File: src/rtl/usb_cmd_rx_if.sv
// FX2 slave-FIFO bus bundle shared between usb_cmd_rx and the FX2 side.
//   i_flag_empty_n : EP2 empty flag, 0 = empty
//   i_data         : FD bus input half (16 bit)
//   i_bus_grant    : bus grant from the upload writer
//   o_bus_req      : bus request
//   o_bus_own      : receiver currently drives the FIFO control pins
//   o_addr         : FIFOADR
//   o_slcs/o_sloe/o_slrd : chip select / output enable / read strobe, active low
// master = receiver side, slave = FX2/arbiter side.
interface usb_cmd_rx_if;
  logic        i_flag_empty_n;
  logic [15:0] i_data;
  logic        i_bus_grant;
  logic        o_bus_req;
  logic        o_bus_own;
  logic [1:0]  o_addr;
  logic        o_slcs;
  logic        o_sloe;
  logic        o_slrd;

  modport master (
    input  i_flag_empty_n, i_data, i_bus_grant,
    output o_bus_req, o_bus_own, o_addr, o_slcs, o_sloe, o_slrd
  );

  modport slave (
    output i_flag_empty_n, i_data, i_bus_grant,
    input  o_bus_req, o_bus_own, o_addr, o_slcs, o_sloe, o_slrd
  );
endinterface

File: src/rtl/usb_cmd_rx.sv
// usb_cmd_rx: pulls 16-bit words from FX2 EP2 OUT and parses framed commands.
//   Frame: SYNC_WORD, {~code, code}, param[15:0], param[31:16].
// Ports:
//   i_clk_usb   : 48 MHz USB interface clock (only clock)
//   i_rst       : synchronous active-high reset
//   fx2         : slave-FIFO bus (usb_cmd_rx_if.master)
//   o_cmd       : last decoded command code
//   o_cmd_param : last decoded 32-bit parameter
//   o_cmd_come  : one-cycle strobe, new o_cmd/o_cmd_param
//   o_err       : one-cycle strobe, complement-check failure or timeout
// Build option: define USB_CMD_CHECK_EN to enable the {~code, code} check on
// word1; without it the high byte of word1 is ignored.
module usb_cmd_rx #(
  parameter int          TIMEOUT_CYCLES = 48000,
  parameter logic [15:0] SYNC_WORD      = 16'hA55A,
  parameter logic [1:0]  EP_ADDR        = 2'b00
) (
  input  logic               i_clk_usb,
  input  logic               i_rst,
  usb_cmd_rx_if.master       fx2,
  output logic [7:0]         o_cmd,
  output logic [31:0]        o_cmd_param,
  output logic               o_cmd_come,
  output logic               o_err
);

  typedef enum logic [2:0] {B_IDLE, B_SEL, B_OE, B_RD, B_REL} bus_st_e;
  typedef enum logic [1:0] {P_HUNT, P_CMD, P_PL, P_PH} prs_st_e;

  localparam logic [15:0] TO_LAST = 16'(TIMEOUT_CYCLES - 1);

  bus_st_e     bus_q, bus_d;
  logic        req_q, req_d, own_q, own_d;
  logic        slcs_q, slcs_d, sloe_q, sloe_d, slrd_q, slrd_d;
  logic [1:0]  addr_q, addr_d;

  prs_st_e     ps_q, ps_d;
  logic [7:0]  code_q, code_d;
  logic [15:0] plo_q, plo_d;
  logic [15:0] cnt_q, cnt_d;
  logic [7:0]  cmd_q, cmd_d;
  logic [31:0] param_q, param_d;
  logic        come_q, come_d, err_q, err_d;

  // The RD cycle is the one where slrd is low; FD is sampled at its closing edge.
  logic        word_stb;
  logic [15:0] word;
  assign word_stb = (bus_q == B_RD);
  assign word     = fx2.i_data;

  always_comb begin
    bus_d = bus_q;
    unique case (bus_q)
      B_IDLE:  if (fx2.i_bus_grant && fx2.i_flag_empty_n) bus_d = B_SEL;
      B_SEL:   bus_d = B_OE;
      B_OE:    bus_d = fx2.i_flag_empty_n ? B_RD : B_REL;
      B_RD:    bus_d = B_REL;
      B_REL:   bus_d = B_IDLE;
      default: bus_d = B_IDLE;
    endcase
    // Pin levels are decoded from the next state so every pin is a flop
    // that matches the state it belongs to.
    req_d  = (bus_d == B_IDLE) && fx2.i_flag_empty_n;
    own_d  = (bus_d != B_IDLE);
    slcs_d = (bus_d == B_IDLE);
    sloe_d = !((bus_d == B_OE) || (bus_d == B_RD));
    slrd_d = (bus_d != B_RD);
    addr_d = own_d ? EP_ADDR : 2'b00;
  end

  always_comb begin
    ps_d    = ps_q;
    code_d  = code_q;
    plo_d   = plo_q;
    cnt_d   = cnt_q;
    cmd_d   = cmd_q;
    param_d = param_q;
    come_d  = 1'b0;
    err_d   = 1'b0;
    if (word_stb) begin
      cnt_d = '0;
      case (ps_q)
        P_HUNT: if (word == SYNC_WORD) ps_d = P_CMD;
        P_CMD: begin
          code_d = word[7:0];
          ps_d   = P_PL;
`ifdef USB_CMD_CHECK_EN
          if (word[15:8] != ~word[7:0]) begin
            ps_d  = P_HUNT;
            err_d = 1'b1;
          end
`endif
        end
        P_PL: begin
          plo_d = word;
          ps_d  = P_PH;
        end
        P_PH: begin
          cmd_d   = code_q;
          param_d = {word, plo_q};
          come_d  = 1'b1;
          ps_d    = P_HUNT;
        end
      endcase
    end else if (ps_q != P_HUNT) begin
      // A captured word always wins over the timeout on the same cycle.
      if (cnt_q == TO_LAST) begin
        ps_d  = P_HUNT;
        err_d = 1'b1;
        cnt_d = '0;
      end else begin
        cnt_d = cnt_q + 16'd1;
      end
    end
  end

  always_ff @(posedge i_clk_usb) begin
    if (i_rst) begin
      bus_q   <= B_IDLE;
      req_q   <= 1'b0;
      own_q   <= 1'b0;
      slcs_q  <= 1'b1;
      sloe_q  <= 1'b1;
      slrd_q  <= 1'b1;
      addr_q  <= 2'b00;
      ps_q    <= P_HUNT;
      code_q  <= '0;
      plo_q   <= '0;
      cnt_q   <= '0;
      cmd_q   <= '0;
      param_q <= '0;
      come_q  <= 1'b0;
      err_q   <= 1'b0;
    end else begin
      bus_q   <= bus_d;
      req_q   <= req_d;
      own_q   <= own_d;
      slcs_q  <= slcs_d;
      sloe_q  <= sloe_d;
      slrd_q  <= slrd_d;
      addr_q  <= addr_d;
      ps_q    <= ps_d;
      code_q  <= code_d;
      plo_q   <= plo_d;
      cnt_q   <= cnt_d;
      cmd_q   <= cmd_d;
      param_q <= param_d;
      come_q  <= come_d;
      err_q   <= err_d;
    end
  end

  assign fx2.o_bus_req = req_q;
  assign fx2.o_bus_own = own_q;
  assign fx2.o_addr    = addr_q;
  assign fx2.o_slcs    = slcs_q;
  assign fx2.o_sloe    = sloe_q;
  assign fx2.o_slrd    = slrd_q;
  assign o_cmd         = cmd_q;
  assign o_cmd_param   = param_q;
  assign o_cmd_come    = come_q;
  assign o_err         = err_q;

endmodule
File: src/flat_wrapper.sv
// flat-port wrapper written by rule: the top's interface ports become plain ports
module usb_cmd_rx_flat 
#(
  parameter int          TIMEOUT_CYCLES = 48000,
  parameter logic [15:0] SYNC_WORD      = 16'hA55A,
  parameter logic [1:0]  EP_ADDR        = 2'b00
)
  (i_clk_usb, i_rst, o_cmd, o_cmd_param, o_cmd_come, o_err, fx2_i_flag_empty_n, fx2_i_data, fx2_i_bus_grant, fx2_o_bus_req, fx2_o_bus_own, fx2_o_addr, fx2_o_slcs, fx2_o_sloe, fx2_o_slrd);
  usb_cmd_rx_if fx2_i ();
  input  logic i_clk_usb;
  input  logic i_rst;
  output logic [7:0] o_cmd;
  output logic [31:0] o_cmd_param;
  output logic o_cmd_come;
  output logic o_err;
  input wire logic [$bits(fx2_i.i_flag_empty_n)-1:0] fx2_i_flag_empty_n;
  input wire logic [$bits(fx2_i.i_data)-1:0] fx2_i_data;
  input wire logic [$bits(fx2_i.i_bus_grant)-1:0] fx2_i_bus_grant;
  output wire logic [$bits(fx2_i.o_bus_req)-1:0] fx2_o_bus_req;
  output wire logic [$bits(fx2_i.o_bus_own)-1:0] fx2_o_bus_own;
  output wire logic [$bits(fx2_i.o_addr)-1:0] fx2_o_addr;
  output wire logic [$bits(fx2_i.o_slcs)-1:0] fx2_o_slcs;
  output wire logic [$bits(fx2_i.o_sloe)-1:0] fx2_o_sloe;
  output wire logic [$bits(fx2_i.o_slrd)-1:0] fx2_o_slrd;
  assign fx2_i.i_flag_empty_n = fx2_i_flag_empty_n;
  assign fx2_i.i_data = fx2_i_data;
  assign fx2_i.i_bus_grant = fx2_i_bus_grant;
  assign fx2_o_bus_req = fx2_i.o_bus_req;
  assign fx2_o_bus_own = fx2_i.o_bus_own;
  assign fx2_o_addr = fx2_i.o_addr;
  assign fx2_o_slcs = fx2_i.o_slcs;
  assign fx2_o_sloe = fx2_i.o_sloe;
  assign fx2_o_slrd = fx2_i.o_slrd;
  usb_cmd_rx #(.TIMEOUT_CYCLES(TIMEOUT_CYCLES), .SYNC_WORD(SYNC_WORD), .EP_ADDR(EP_ADDR)) u_core (.i_clk_usb(i_clk_usb), .i_rst(i_rst), .fx2(fx2_i), .o_cmd(o_cmd), .o_cmd_param(o_cmd_param), .o_cmd_come(o_cmd_come), .o_err(o_err));
endmodule
File: config.mk
export PLATFORM = sky130hd
export DESIGN_NAME = usb_cmd_rx_flat
export DESIGN_NICKNAME = d
export VERILOG_FILES = /design/src/rtl/usb_cmd_rx_if.sv /design/src/rtl/usb_cmd_rx.sv /design/src/flat_wrapper.sv
export SDC_FILE = /design/constraint.sdc
export NUM_CORES = 1
export LEC_CHECK = 0
export CORE_MARGIN = 2
export CORE_UTILIZATION = 40
export CTS_CLUSTER_DIAMETER = 40
export DETAILED_ROUTE_END_ITERATION = 10
export GPL_ROUTABILITY_DRIVEN = 0
export HOLD_SLACK_MARGIN = 0.03
export PLACE_DENSITY_LB_ADDON = 0.15
export SLEW_MARGIN = 20
export SYNTH_ARGS = -nofsm -noshare
export SYNTH_HDL_FRONTEND = slang
export SYNTH_SLANG_ARGS = --single-unit
File: constraint.sdc
create_clock -name i_clk_usb -period 2.1 [get_ports i_clk_usb]
set_input_delay 0.315 -clock i_clk_usb [delete_from_list [all_inputs] [get_ports i_clk_usb]]
set_output_delay 0.315 -clock i_clk_usb [all_outputs]
set_load 0.1 [all_outputs]
==> results of run 1 <==
[flip-flops by register name (all words and copies together), names as in the netlist]
| signal | cells |
|---|---|
| u_core.bus_q | 3 |
| u_core.cnt_q | 16 |
| u_core.code_q | 8 |
| u_core.fx2.o_bus_own | 1 |
| u_core.fx2.o_bus_req | 1 |
| u_core.fx2.o_slcs | 1 |
| u_core.fx2.o_sloe | 1 |
| u_core.fx2.o_slrd | 1 |
| u_core.o_cmd | 8 |
| u_core.o_cmd_come | 1 |
| u_core.o_cmd_param | 32 |
| u_core.o_err | 1 |
| u_core.plo_q | 16 |
| u_core.ps_q | 2 |
[power by group through the flow]
stage	combinational, mW	clock [mW]	sequential, mW
global route	0.338	1.18	1.81
finish	0.307	1.08	1.80
detailed placement	0.306	0	1.84
floorplan	0.179	0	1.87
CTS	0.308	1.12	1.80
global placement	0.304	0	1.84
[repair_timing]
| action | 4_1_cts | 5_1_grt |
|---|---|---|
| gates resized for setup | 0 | 1 |
| setup endpoints to repair | 0 | 1 |
| hold buffers | 0 | 0 |
[metal layers]
metal,GRT usage,vias up,part of all wire
met4,0.0737,0,0.020
li1,-,1553,-
met2,0.247,76,0.45
met3,0.0358,15,0.048
met1,0.242,1390,0.48
met5,0,-,0
[synthesized netlist by cell type, drive strengths merged, types with 2 or more instances]
| cell | number | area, um^2 |
|---|---|---|
| nand2 | 140 | 526 |
| dfxtp | 92 | 1840 |
| a21oi | 67 | 335 |
| nor2 | 18 | 67.6 |
| clkbuf | 16 | 60.1 |
| buf | 12 | 75.1 |
| nand4 | 7 | 43.8 |
| xor2 | 7 | 61.3 |
| and2 | 5 | 31.3 |
| ha | 5 | 62.6 |
| inv | 5 | 18.8 |
| nor3 | 5 | 25.0 |
| xnor2 | 5 | 43.8 |
| and3b | 3 | 27.5 |
| nand3 | 3 | 15.0 |
| nor4 | 3 | 18.8 |
| a211o | 2 | 17.5 |
| and3 | 2 | 12.5 |
| and4 | 2 | 17.5 |
| mux2i | 2 | 20.0 |
| nor4b | 2 | 17.5 |
| nor4bb | 2 | 20.0 |
| o21ai | 2 | 10.0 |
| or3 | 2 | 12.5 |
| or4 | 2 | 18.8 |
[layout make-up]
cell class                      instances  area share
Clock inverter                          5     0.00795
Tap cell                              108      0.0307
Inverter                                5     0.00426
Sequential cell                        92       0.418
Timing Repair Buffer                   89       0.161
Multi-Input combinational cell        301       0.346
Clock buffer                           11      0.0321
[worst max-delay path by stage]
| stage | cells past startpoint | from | endpoint | slack (ns) |
|---|---|---|---|---|
| after floorplan | 8 | u_core.ps_q[0] | u_core.cnt_q[14] | 0.05 |
| after global placement | 5 | fx2_i_data[11] | u_core.ps_q[0] | 0.05 |
| after detailed placement | 5 | fx2_i_data[11] | u_core.ps_q[0] | -0.05 |
| after CTS | 6 | u_core.ps_q[0] | u_core.cnt_q[14] | 0.12 |
| after global routing | 6 | u_core.ps_q[1] | u_core.cnt_q[14] | 0.03 |
| final | 6 | u_core.ps_q[1] | u_core.cnt_q[14] | 0.18 |
[stage by stage]
step	cell area, um^2	worst slack (ns)	total power, mW	hold WS (ns)
after global placement	4230	0.0454	2.14	0.436
after CTS	4410	0.120	3.23	0.370
final	4410	0.178	3.19	0.380
after global routing	4410	0.0281	3.33	0.382
after detailed placement	4230	-0.0461	2.15	0.445
after floorplan	3520	0.0482	2.05	0.432
[logic make-up after synthesis]
kind of cell | synth area share
compound gates | 0.121
other cells | 0.00107
fa+ha+maj | 0.0178
buf+inv | 0.0438
mux | 0.00569
flops | 0.524
simple gates | 0.257
xor+xnor | 0.0299
==> flow_summary.ini, run 1 <==
[outcome]
outcome = finished, final reports clean

[global_routing]
grt_overflow = 0
gr-usage-all-layers = 0.169
grt_start_max_net_pins = 42
grt_antenna_before_repair = 0
wire_length_of_the_first_global_routing_pass_um = 13200
grt_pass1_vias = 2675

[critical_path]
crit_path_end_kind = flip-flop
worst-r2r-cell-count = 6
arrival_ns = 2.21
critical_path.max_fanout = 3
worstPathCellList = inv_1, ha_1, nand2b_4, or4_4, or3_1, a21oi_1
reg2reg_capture_point = u_core.cnt_q[14]
startpoint_type = flip-flop
critPathRequiredTime_ns = 2.39
critPathMaxStageDelay_ns = 0.53
worstSetupPathType = reg2reg
reg2reg_from = u_core.ps_q[1]
crit_slowest_cell = sky130_fd_sc_hd__or4_4
cp_top_family = simple AND/OR/NAND/NOR gates
r2r_setup_slack_ns = 0.18
critPathBufInv = 1

[layout]
commonest_cells_after_routing_fill_and_taps_aside = sky130_fd_sc_hd__nand2_1 (140), sky130_fd_sc_hd__dfxtp_1 (91), sky130_fd_sc_hd__buf_4 (70)
multiInputGateArea_mm2 = 0.00152
finalNetCount = 523
layout.core_utilization = 0.510
post_route_cells_drive_above_1_share = 0.181
area.sequential_mm2 = 0.00184
layout_commonest_cell = sky130_fd_sc_hd__nand2_1
area_growth_syn_to_layout_pct = 25.4
fillCellCount = 876
layout.cells.non_filler = 611
diodes = 0

[die]
placement_rows = 34
floorplan.initialDensity = 0.407
floorplan.core_area_mm2 = 0.00864
fp.dieArea_mm2 = 0.00956
die_height_um = 97.8
io-pin-count = 69
die_w_um = 97.8

[synthesis]
post_synth_instance_area_mm2 = 0.00352
synthFlopType = sky130_fd_sc_hd__dfxtp_1
async_reset_ff_frac = 0
syn-mean-instance-area_um2 = 8.27
ys_types = 44
synth-edff-count = 0
synthCells = 425
ys_ff_latch = 92
synth-seq-area-share = 0.524
synthesis.yosys.warnings = 0

[cts]
clock_latency_ns = 0.35
cts_tree = done
post_cts_buffers = 0
cts.sinks = 92
clkTransAtPathRegs_ns = 0.09
clockBufferDepth = 2
cts-buffers-inserted = 9
clockRootBuffer = sky130_fd_sc_hd__clkbuf_8
cts_max_level = 3

[min_path]
worst_hold_path_type = in2reg
worstHoldStart = i_rst
holdPathStages = 2
worst_hold_path.endpoint = u_core.code_q[1]

[power]
internal_power_mw = 2.37
power-per-cell-area_mw_per_mm2 = 724
power_frac_seq = 0.565
netSwitchingPower_mw = 0.817
swShare = 0.256
p_clk_frac = 0.339
cellLeakagePower_nw = 1.65
power_frac_comb = 0.096
max-vdd-ir-drop_mv = 0.405

[routing]
route.detailed.wl_per_inst_um = 13.2
viasPerCell = 4.97
drt-total-wl_um = 8070
drc = 0
routed-via-count = 3034
dr.pass1.iters = 5
ant_nets = 0
first_iter_violations = 146

[sta]
max_clock_freq_mhz = 520
timing.final.crit_period_ns = 1.92
hold_viol_final = 0
timing.max_slew.rel_slack = 0.647
finalClockSkew_ns = 0.0174
min_period_over_period = 0.915
fin_setup_tns_ns = 0
tightestPinTransition_ns = 0.523
report.final.slew_viol_count = 0
grt_setup_unrepaired = no
finalSetupViolations = 0

[place]
hpwlAfterDp_um = 5570
placement.io_buffers = 66
numPlacedInstances = 595

[job]
drv_cap = 0
No activity file was read; power rests on OpenSTA's default activity.
==> run 2: changes to the inputs <==
--- a/config.mk
+++ b/config.mk
@@ -8,11 +8,12 @@
 export CORE_MARGIN = 2
 export CORE_UTILIZATION = 40
 export CTS_CLUSTER_DIAMETER = 40
+export CTS_CLUSTER_SIZE = 24
 export DETAILED_ROUTE_END_ITERATION = 10
 export GPL_ROUTABILITY_DRIVEN = 0
-export HOLD_SLACK_MARGIN = 0.03
+export HOLD_SLACK_MARGIN = 0.06
 export PLACE_DENSITY_LB_ADDON = 0.15
-export SLEW_MARGIN = 20
+export SLEW_MARGIN = 25
 export SYNTH_ARGS = -nofsm -noshare
 export SYNTH_HDL_FRONTEND = slang
 export SYNTH_SLANG_ARGS = --single-unit
==> results of run 2 <==
The final DEF is identical to that of run 1; final timing and power are the same.
